<file path="src/rtl/pds_cycle_ctl_pkg.sv">
// Shared state encoding and default sizing for the PDS cycle controller.
package pds_cycle_pkg;

  localparam int DEF_SYNC_STAGES    = 2;
  localparam int DEF_TIMEOUT_CYCLES = 1024;

  typedef enum logic [2:0] {
    IDLE,
    WAIT_EDGE,
    STROBE,
    ACK,
    VPA_HOLD,
    BERR,
    RELEASE
  } state_t;

endpackage

</file>
<file path="src/rtl/pds_cycle_ctl_if.sv">
// CPU-side and PDS-side signals of one 68030-to-SE PDS cycle; slave is the controller's view.
interface pds_cycle_ctl_if;

  logic       ncpuAS;
  logic       cpuRnW;
  logic [2:0] cpuFC;
  logic       pdsSel;
  logic       pdsC8m;
  logic       npdsDtack;
  logic       npdsVpa;
  logic       npdsAs;
  logic       cycleActive;
  logic       dsackReq;
  logic       vpaCycle;
  logic       berrReq;
  logic       timeoutFlag;

  modport master (
    output ncpuAS, cpuRnW, cpuFC, pdsSel, pdsC8m, npdsDtack, npdsVpa,
    input  npdsAs, cycleActive, dsackReq, vpaCycle, berrReq, timeoutFlag
  );

  modport slave (
    input  ncpuAS, cpuRnW, cpuFC, pdsSel, pdsC8m, npdsDtack, npdsVpa,
    output npdsAs, cycleActive, dsackReq, vpaCycle, berrReq, timeoutFlag
  );

endinterface

</file>
<file path="src/rtl/pds_cycle_ctl_sync.sv">
// Multi-flop synchronizer into cpuClock; presets high so the active-low PDS lines read negated in reset.
module pds_sync #(
  parameter int STAGES = 2
) (
  input  logic cpuClock,
  input  logic npdsReset,
  input  logic async_in,
  output logic sync_out
);

  logic [STAGES-1:0] sync_q;
  logic [STAGES-1:0] sync_d;

  always_comb sync_d = {sync_q[STAGES-2:0], async_in};

  always_ff @(posedge cpuClock or negedge npdsReset) begin
    if (!npdsReset) sync_q <= '1;
    else            sync_q <= sync_d;
  end

  assign sync_out = sync_q[STAGES-1];

endmodule

</file>
<file path="src/rtl/pds_cycle_ctl.sv">
// Runs a 68030 cycle on the SE PDS bus: AS aligned to C8m fall, DTACK/VPA termination, timeout bus error.
// Outputs are registered from next state; DTACK reaches dsackReq SYNC_STAGES+1 edges after setup.
module pds_cycle_ctl
  import pds_cycle_pkg::*;
#(
  parameter int SYNC_STAGES    = DEF_SYNC_STAGES,
  parameter int TIMEOUT_CYCLES = DEF_TIMEOUT_CYCLES
) (
  input  logic          cpuClock,
  input  logic          npdsReset,
  pds_cycle_ctl_if.slave bus
);

  localparam int CW = $clog2(TIMEOUT_CYCLES) + 1;
  localparam logic [CW-1:0] CNT_LAST = CW'(TIMEOUT_CYCLES - 1);
  localparam logic [CW-1:0] CNT_MAX  = '1;

  logic dtack_s, vpa_s, c8m_s, c8m_fall;
  logic unused_rnw;

  state_t        state_q, state_d;
  logic [CW-1:0] cnt_q, cnt_d;
  logic          c8m_prev_q, c8m_prev_d;
  logic          npds_as_q, npds_as_d;
  logic          cycle_active_q, cycle_active_d;
  logic          dsack_req_q, dsack_req_d;
  logic          vpa_cycle_q, vpa_cycle_d;
  logic          berr_req_q, berr_req_d;
  logic          timeout_flag_q, timeout_flag_d;

  pds_sync #(.STAGES(SYNC_STAGES)) u_sync_dtack (
    .cpuClock(cpuClock), .npdsReset(npdsReset), .async_in(bus.npdsDtack), .sync_out(dtack_s));
  pds_sync #(.STAGES(SYNC_STAGES)) u_sync_vpa (
    .cpuClock(cpuClock), .npdsReset(npdsReset), .async_in(bus.npdsVpa), .sync_out(vpa_s));
  pds_sync #(.STAGES(SYNC_STAGES)) u_sync_c8m (
    .cpuClock(cpuClock), .npdsReset(npdsReset), .async_in(bus.pdsC8m), .sync_out(c8m_s));

  // Bus direction does not affect PDS sequencing.
  assign unused_rnw = bus.cpuRnW;
  assign c8m_fall   = c8m_prev_q & ~c8m_s;

  always_comb begin
    state_d    = state_q;
    cnt_d      = cnt_q;
    c8m_prev_d = c8m_s;
    unique case (state_q)
      IDLE:      if (!bus.ncpuAS && bus.pdsSel && bus.cpuFC != 3'd7) state_d = WAIT_EDGE;
      WAIT_EDGE: if (bus.ncpuAS) state_d = RELEASE;
                 else if (c8m_fall) state_d = STROBE;
      STROBE: begin
        if (cnt_q != CNT_MAX) cnt_d = cnt_q + 1'b1;
        if (bus.ncpuAS)          state_d = RELEASE;
        else if (!dtack_s)       state_d = ACK;
        else if (!vpa_s)         state_d = VPA_HOLD;
        else if (cnt_q >= CNT_LAST) state_d = BERR;
      end
      ACK:            state_d = RELEASE;
      VPA_HOLD, BERR: if (bus.ncpuAS) state_d = RELEASE;
      RELEASE: begin
        if (bus.ncpuAS && dtack_s && vpa_s) begin
          state_d = IDLE;
          cnt_d   = '0;
        end
      end
      default: state_d = IDLE;
    endcase

    // AS stays low through the ACK cycle and negates on entry to RELEASE.
    npds_as_d      = !(state_d == STROBE || state_d == ACK || state_d == VPA_HOLD || state_d == BERR);
    cycle_active_d = (state_d != IDLE);
    dsack_req_d    = (state_d == ACK);
    vpa_cycle_d    = (state_d == VPA_HOLD);
    berr_req_d     = (state_d == BERR);
    timeout_flag_d = timeout_flag_q | (state_d == BERR);
  end

  always_ff @(posedge cpuClock or negedge npdsReset) begin
    if (!npdsReset) begin
      state_q        <= IDLE;
      cnt_q          <= '0;
      c8m_prev_q     <= 1'b1;
      npds_as_q      <= 1'b1;
      cycle_active_q <= 1'b0;
      dsack_req_q    <= 1'b0;
      vpa_cycle_q    <= 1'b0;
      berr_req_q     <= 1'b0;
      timeout_flag_q <= 1'b0;
    end else begin
      state_q        <= state_d;
      cnt_q          <= cnt_d;
      c8m_prev_q     <= c8m_prev_d;
      npds_as_q      <= npds_as_d;
      cycle_active_q <= cycle_active_d;
      dsack_req_q    <= dsack_req_d;
      vpa_cycle_q    <= vpa_cycle_d;
      berr_req_q     <= berr_req_d;
      timeout_flag_q <= timeout_flag_d;
    end
  end

  assign bus.npdsAs      = npds_as_q;
  assign bus.cycleActive = cycle_active_q;
  assign bus.dsackReq    = dsack_req_q;
  assign bus.vpaCycle    = vpa_cycle_q;
  assign bus.berrReq     = berr_req_q;
  assign bus.timeoutFlag = timeout_flag_q;

endmodule
</file>
<file path="src/flat_wrapper.sv">
// flat-port wrapper written by rule: the top's interface ports become plain ports
module pds_cycle_ctl_flat import pds_cycle_pkg::*;
#(
  parameter int SYNC_STAGES    = DEF_SYNC_STAGES,
  parameter int TIMEOUT_CYCLES = DEF_TIMEOUT_CYCLES
)
  (cpuClock, npdsReset, bus_ncpuAS, bus_cpuRnW, bus_cpuFC, bus_pdsSel, bus_pdsC8m, bus_npdsDtack, bus_npdsVpa, bus_npdsAs, bus_cycleActive, bus_dsackReq, bus_vpaCycle, bus_berrReq, bus_timeoutFlag);
  pds_cycle_ctl_if bus_i ();
  input  logic cpuClock;
  input  logic npdsReset;
  input wire logic [$bits(bus_i.ncpuAS)-1:0] bus_ncpuAS;
  input wire logic [$bits(bus_i.cpuRnW)-1:0] bus_cpuRnW;
  input wire logic [$bits(bus_i.cpuFC)-1:0] bus_cpuFC;
  input wire logic [$bits(bus_i.pdsSel)-1:0] bus_pdsSel;
  input wire logic [$bits(bus_i.pdsC8m)-1:0] bus_pdsC8m;
  input wire logic [$bits(bus_i.npdsDtack)-1:0] bus_npdsDtack;
  input wire logic [$bits(bus_i.npdsVpa)-1:0] bus_npdsVpa;
  output wire logic [$bits(bus_i.npdsAs)-1:0] bus_npdsAs;
  output wire logic [$bits(bus_i.cycleActive)-1:0] bus_cycleActive;
  output wire logic [$bits(bus_i.dsackReq)-1:0] bus_dsackReq;
  output wire logic [$bits(bus_i.vpaCycle)-1:0] bus_vpaCycle;
  output wire logic [$bits(bus_i.berrReq)-1:0] bus_berrReq;
  output wire logic [$bits(bus_i.timeoutFlag)-1:0] bus_timeoutFlag;
  assign bus_i.ncpuAS = bus_ncpuAS;
  assign bus_i.cpuRnW = bus_cpuRnW;
  assign bus_i.cpuFC = bus_cpuFC;
  assign bus_i.pdsSel = bus_pdsSel;
  assign bus_i.pdsC8m = bus_pdsC8m;
  assign bus_i.npdsDtack = bus_npdsDtack;
  assign bus_i.npdsVpa = bus_npdsVpa;
  assign bus_npdsAs = bus_i.npdsAs;
  assign bus_cycleActive = bus_i.cycleActive;
  assign bus_dsackReq = bus_i.dsackReq;
  assign bus_vpaCycle = bus_i.vpaCycle;
  assign bus_berrReq = bus_i.berrReq;
  assign bus_timeoutFlag = bus_i.timeoutFlag;
  pds_cycle_ctl #(.SYNC_STAGES(SYNC_STAGES), .TIMEOUT_CYCLES(TIMEOUT_CYCLES)) u_core (.cpuClock(cpuClock), .npdsReset(npdsReset), .bus(bus_i));
endmodule
</file>
<file path="config.mk">
export PLATFORM = sky130hd
export DESIGN_NAME = pds_cycle_ctl_flat
export DESIGN_NICKNAME = d
export VERILOG_FILES = /design/src/rtl/pds_cycle_ctl_pkg.sv /design/src/rtl/pds_cycle_ctl_if.sv /design/src/rtl/pds_cycle_ctl_sync.sv /design/src/rtl/pds_cycle_ctl.sv /design/src/flat_wrapper.sv
export SDC_FILE = /design/constraint.sdc
export NUM_CORES = 1
export LEC_CHECK = 0
export CORE_ASPECT_RATIO = 1.5
export CORE_UTILIZATION = 40
export DETAILED_ROUTE_END_ITERATION = 10
export DONT_BUFFER_PORTS = 1
export GPL_TIMING_DRIVEN = 0
export PLACE_DENSITY = 0.5
export REMOVE_ABC_BUFFERS = 1
export SYNTH_ARGS = -nofsm -noshare
export SYNTH_HDL_FRONTEND = slang
export SYNTH_SLANG_ARGS = --single-unit
</file>
<file path="constraint.sdc">
create_clock -name cpuClock -period 2 [get_ports cpuClock]
set_input_delay 0.4 -clock cpuClock [delete_from_list [all_inputs] [get_ports cpuClock]]
set_output_delay 0.4 -clock cpuClock [all_outputs]
set_load 0.01 [all_outputs]
</file>
# Yosys cells after proc, flatten, opt, wreduce, memory -nomap -nowiden
# Index checks and enable logic that the tools add are counted.
# W data, S select, Z words.
[totals]
ff_bits = 27
in_bits = 11
output_inout_bits = 6
elab_cells = 58
[classes]
addsub = 1
order_cmp = 1
eq_ne = 14
muxes = 13
bitwise = 3
n_reduce_logical = 14
[op_table]
columns = ["operator", "count"]
rows = [
  ["$mux W3", 9],
  ["$mux W11", 2],
  ["$pmux W11 S2", 1],
  ["$pmux W3 S6", 1],
  ["$eq A3 B3 Y1 const B", 5],
  ["$eq A3 B2 Y1 const B", 4],
  ["$add A11 B1 Y11 const B", 1],
  ["$ge A11 B10 Y1 const B", 1],
  ["$ne A11 B11 Y1 const B", 1],
  ["$logic_and A1 B1 Y1", 4],
  ["$ne A2 B1 Y1 const B", 2],
  ["$eq A3 B1 Y1 const B", 1],
  ["$logic_not A3 Y1", 1],
  ["$logic_or A1 B1 Y1", 3],
  ["$ne A3 B3 Y1 const B", 1],
  ["$reduce_and A3 Y1", 1],
  ["$reduce_bool A3 Y1", 1],
  ["$logic_not A1 Y1", 2],
  ["$reduce_bool A2 Y1", 1],
  ["$reduce_or A2 Y1", 1],
  ["$and A1 B1 Y1", 1],
  ["$not A1 Y1", 1],
  ["$or A1 B1 Y1", 1],
]

# Logic depth before layout (Yosys ltp)
[logic_depth]
word_depth = 11
depth_mapped = 8
depth_no_buf = 7

# Cells and area by module
# A second synthesis with hierarchy kept.
[unflattened]
hier_cells = 117
area_unflattened_um2 = 1263.7
[by_module_without_submodules]
columns = ["module", "n_inst", "cells_each", "area_per_inst_um2", "seq_area_each_um2"]
rows = [
  ["pds_cycle_ctl", 1, 111, 1106.1, 528.0],
  ["pds_sync", 3, 2, 52.6, 52.6],
]

# Least setup slack after synthesis
# Ideal clock, no wire load.
[synth_timing]
kind = "flip-flop to flip-flop"
start = "register u_core.cnt_q[0]"
end = "register u_core.cycle_active_q (netlist: u_core.bus.cycleActive)"
setup_ns = 0.132
arrival_ns = 1.656
t_required_ns = 1.868
setup_slack_ns = 0.213
stages_incl_launch_ff = 8
n_path_buf = 1
synth_period_minus_slack_ns = 1.787
path_cell_list = "dfrtp_1 ha_1 buf_6 a21oi_1 o41ai_1 a22oi_1 or2_1 or3b_1"
[synth_via]
elab_chain_len = 7
[synth_rtl]
columns = ["element", "line_no", "rtl"]
rows = [
  ["start, declared", "pds_cycle_ctl.sv:22", "logic [CW-1:0] cnt_q, cnt_d;"],
  ["start signal, assigned", "pds_cycle_ctl.sv:90", "cnt_q <= cnt_d;"],
  ["$ge A11 B10 Y1", "pds_cycle_ctl.sv:55", "else if (cnt_q >= CNT_LAST) state_d = BERR;"],
  ["$mux W3", "pds_cycle_ctl.sv:55", ""],
  ["$mux W3", "pds_cycle_ctl.sv:54", "else if (!vpa_s) state_d = VPA_HOLD;"],
  ["$mux W3", "pds_cycle_ctl.sv:53", "else if (!dtack_s) state_d = ACK;"],
  ["$mux W3", "pds_cycle_ctl.sv:52", "if (bus.ncpuAS) state_d = RELEASE;"],
  ["$pmux W3 S6", "pds_cycle_ctl.sv:46", "unique case (state_q)"],
  ["$reduce_bool A3 Y1", "pds_cycle_ctl.sv:70", "cycle_active_d = (state_d != IDLE);"],
  ["named net u_core.cycle_active_d", "pds_cycle_ctl.sv:25", "logic cycle_active_q, cycle_active_d;"],
  ["end signal, assigned", "pds_cycle_ctl.sv:93", "cycle_active_q <= cycle_active_d;"],
  ["end, declared", "pds_cycle_ctl.sv:25", ""],
]
# The timed path passes the listed nets, and every way through them passes these cells.
# A chain may end at the register's enable or synchronous reset.

# Worst setup path in the final report
[layout_timing]
start = "register u_core.u_sync_vpa.sync_q[1]"
end = "register u_core.cnt_q[7]"
[layout_via]
elab_chain_len = 3
[layout_rtl]
columns = ["element", "line_no", "rtl"]
rows = [
  ["start, declared", "pds_cycle_ctl_sync.sv:11", "logic [STAGES-1:0] sync_q;"],
  ["start signal, assigned", "pds_cycle_ctl_sync.sv:18", "else sync_q <= sync_d;"],
  ["$logic_and A1 B1 Y1", "pds_cycle_ctl.sv:60", "if (bus.ncpuAS && dtack_s && vpa_s) begin"],
  ["$ne A2 B1 Y1 (no source line)", "n/a", ""],
  ["$reduce_and A3 Y1 (no source line)", "n/a", ""],
]
# No other way between the ends.

==> impl_metrics.csv <==
group,metric,value,unit
run_status,status,"completed",
hold_path,hold_start,"bus_npdsDtack",
critical_path,slowest_stage,"dfstp_2",
detailed_routing,drtIter0Drc,23,
detailed_routing,drt-wirelength-per-cell,15.5,um
sta,hold_viol,0,
detailed_routing,dr.pass1.iters,4,
critical_path,rr_startpoint,"u_core.u_sync_vpa.sync_q[1]$_DFF_PN1_",
clock_tree,cts.sinks,27,
logic_synthesis,synth_area,0.00136,mm2
floorplanning,start_util,42.7,%
logic_synthesis,synthFlopType,"dfrtp_1",
logic_synthesis,ys_seq_elements,27,
cells_and_area,drive_gt1_share,24.2,%
global_routing,grt_max_degree,28,
hold_path,min_path_type,"in -> reg",
clock_tree,htreeDepth,1,
floorplanning,ios,17,
detailed_routing,drcViolationCount,0,
critical_path,crit_path_frequent_cell,"nand3_1",
logic_synthesis,synth.avg_cell_area,10.5,um2
cells_and_area,n_antenna_cell,0,
power_and_ir_drop,vdd_drop_max,0.742,mV
critical_path,start_kind,"register",
power_and_ir_drop,pwr_density_cell,1140,mW/mm2
sta,clock_skew,0.00448,ns
floorplanning,rows,25,
critical_path,crit_path_end_kind,"register",
critical_path,critPathKind,"reg -> reg",
cells_and_area,area_growth,8.18,%
logic_synthesis,syn_inst,130,
critical_path,cp.arrival,2.05,ns
logic_synthesis,yosys_warnings,0,
detailed_routing,ant_nets,0,
clock_tree,cts.reportedPaths.clkPinSlew,0.09,ns
power_and_ir_drop,finalPower,1.68,mW
logic_synthesis,yosysUniqueCellTypes,48,
sta,period_share,92.6,%
placement,dpl.cell_count,166,
floorplanning,die_area,0.00365,mm2
critical_path,r2r_slack,0.15,ns
sta,finalMaxSlewViolations,0,
critical_path,ff2ff_path_depth,5,
cells_and_area,finalNonFillerCells,172,
logic_synthesis,yosysSeqAreaShare,50.4,%
sta,rsz0062_at_grt,"no",
logic_synthesis,synth-async-reset-ratio,100,%
clock_tree,root_buffer,"clkbuf_8",
placement,gp_congestion,0.880,
logic_synthesis,yosys-top-cells-area,"dfrtp_1 (35%), dfstp_2 (15%), xnor2_1 (3.2%)",
detailed_routing,vias,977,
cells_and_area,fill_cells,323,
sta,slew_headroom,42.5,%
global_routing,grt_pass1_vias,1035,
hold_path,hold_depth,0,
critical_path,cp_cell_sequence,"nand3_1 -> a211oi_2 -> nand3_1 -> or3_1 -> a21oi_1",
job,cap_violations,0,
logic_synthesis,synth_edf_count,0,
power_and_ir_drop,total_leakage_power,0.588,nW
clock_tree,clk-insertion-delay-late,0.27,ns
critical_path,max_stage_delay,0.60,ns
logic_synthesis,synth_top_area_share,34.9,%
global_routing,antenna_found_initial,0,
detailed_routing,drt_wl_total,2670,um
placement,dp.final_hpwl,1930,um
critical_path,critPathRequiredTime,2.20,ns
floorplanning,core,0.00319,mm2
placement,post_dp_cell_area,0.00138,mm2
placement,port_buffers,0,
cells_and_area,post-route-cell-area,0.00147,mm2
floorplanning,die_x,49.6,um
clock_tree,clock_path_buffers,2,
sta,final.min_clock_period,1.85,ns
critical_path,cp_max_fo,4,
global_routing,grt_pass1_wl,4730,um
clock_tree,cts_tree,"yes",
detailed_routing,routed_via_density,5.68,
cells_and_area,final_nets,145,
sta,worst_slew_pin_slew,0.856,ns
global_routing,grt_usage,17.2,%
sta,setup_violations,0,
global_routing,overflow,0,
critical_path,cp.buffers_inverters,0,
sta,fmax,540,MHz
logic_synthesis,yosysTopAreaCell,"dfrtp_1",
floorplanning,die_h,73.5,um
clock_tree,numCtsBuffers,3,
critical_path,crit_family,"simple AND/OR/NAND/NOR gates",
critical_path,rr_endpoint,"u_core.cnt_q[7]$_DFFE_PN0P_",
hold_path,min_delay_worst_endpoint,"u_core.u_sync_dtack.sync_q[0]$_DFF_PN1_",
-- worst max path at each step --
| stage | cells past startpoint | start | end | slack, ns |
|---|---|---|---|---|
| floorplan | 6 | u_core.cnt_q[0]$_DFFE_PN0P_ | u_core.bus.cycleActive$_DFF_PN0_ | 0.25 |
| global placement | 6 | u_core.cnt_q[0]$_DFFE_PN0P_ | u_core.bus.cycleActive$_DFF_PN0_ | -0.09 |
| detailed placement | 6 | u_core.cnt_q[0]$_DFFE_PN0P_ | u_core.bus.cycleActive$_DFF_PN0_ | -0.07 |
| CTS | 6 | u_core.cnt_q[0]$_DFFE_PN0P_ | u_core.bus.cycleActive$_DFF_PN0_ | 0.07 |
| global route | 6 | u_core.cnt_q[1]$_DFFE_PN0P_ | u_core.bus.cycleActive$_DFF_PN0_ | 0.04 |
| finish | 5 | u_core.u_sync_vpa.sync_q[1]$_DFF_PN1_ | u_core.cnt_q[7]$_DFFE_PN0P_ | 0.15 |
-- layout make-up --
cell class | count | area (um2) | area share, %
Tap cell | 40 | 50.0 | 3.40
Sequential cell | 27 | 688 | 46.7
Multi-Input combinational cell | 95 | 643 | 43.7
Clock inverter | 1 | 5.00 | 0.340
Timing Repair Buffer | 2 | 30.0 | 2.04
Inverter | 4 | 15.0 | 1.02
Clock buffer | 3 | 41.3 | 2.80
-- worst reg2reg max path: cells and delay by family (launching register included) --
kind	cells	cell delay, ns
and+or+nand+nor	3	0.67
AOI/OAI and AO/OA	2	0.50
DFF	1	0.60
-- registers in the layout (all words and copies together), names as in the netlist --
name	flops
u_core.bus.vpaCycle	1
u_core.bus.dsackReq	1
u_core.bus.cycleActive	1
u_core.u_sync_vpa.sync_q	2
u_core.u_sync_c8m.sync_q	2
u_core.cnt_q	11
u_core.u_sync_dtack.sync_q	2
u_core.bus.timeoutFlag	1
u_core.bus.npdsAs	1
u_core.state_q	3
u_core.bus.berrReq	1
u_core.c8m_prev_q	1
-- cell usage after synthesis, types with 2 or more instances --
library cell and instances:
and3_2 2, dfstp_2 8, a211oi_1 4, a21oi_1 6, nand3_1 4, a31oi_1 3
nor3_1 3, inv_1 3, nand4_1 2, and3_1 2, dfrtp_1 19, nor2_1 11
xnor2_1 5, o211ai_1 3, nand2_1 10, nor2b_1 5, o21ai_0 6, nand3_2 2
xor2_1 3
-- where the power goes --
group	switching [mW]	internal [mW]	total, mW
clock	0.170	0.140	0.310
sequential	0.183	0.686	0.869
combinational	0.266	0.236	0.502
total	0.620	1.06	1.68
-- what timing repair did --
item | 4_1_cts | 5_1_grt
pin swaps | 0 | 1
buffers inserted | 0 | 0
endpoints found under the setup margin | 1 | 1
hold buffers | 2 | 0
resized for setup | 3 | 2
endpoints found under the hold margin | 27 | 0
-- kinds of logic (layout without fill, tap and decap cells) --
logic type,Yosys count,after routing,synth area share [%]
simple gates,54,54,23.5
fa+ha+maj,1,1,0.919
xor+xnor,8,8,5.15
buf+inv,8,10,3.58
flops,27,27,50.4
compound gates,32,32,16.5
-- routing by layer --
metal	track usage (%)	up-vias	wire length (um)
li1	-	473	-
met2	31.7	13	1440
met3	2.69	5	58
met4	6.67	0	43
met1	19.5	486	1120
met5	0	-	0
-- stage by stage --
step                      setup WS [ns]  hold slack (ns)  TNS (ns)  util [%]
after CTS                        0.0653            0.106         0      45.8
after floorplan                   0.247            0.104         0         -
after global placement          -0.0891            0.105   -0.0891      43.2
final                             0.148            0.115         0      46.2
after global routing             0.0376           0.0972         0      46.2
after detailed placement        -0.0696            0.105   -0.0696      43.2
-- placed cells by master (no fill, tap or decap), types with 3 or more instances in the layout --
| cell type | n |
|---|---|
| nor2_1 | 11 |
| nand2_1 | 10 |
| a31oi_1 | 3 |
| dfrtp_1 | 17 |
| xnor2_1 | 5 |
| nor3_1 | 3 |
| a21oi_1 | 5 |
| inv_1 | 3 |
| nor2b_1 | 5 |
| clkbuf_8 | 3 |
| a211oi_1 | 4 |
| xor2_1 | 3 |
| dfstp_2 | 8 |
| o21ai_0 | 6 |
| nand3_1 | 4 |
| o211ai_1 | 3 |
Note: power is estimated with default switching activity, not from simulation.
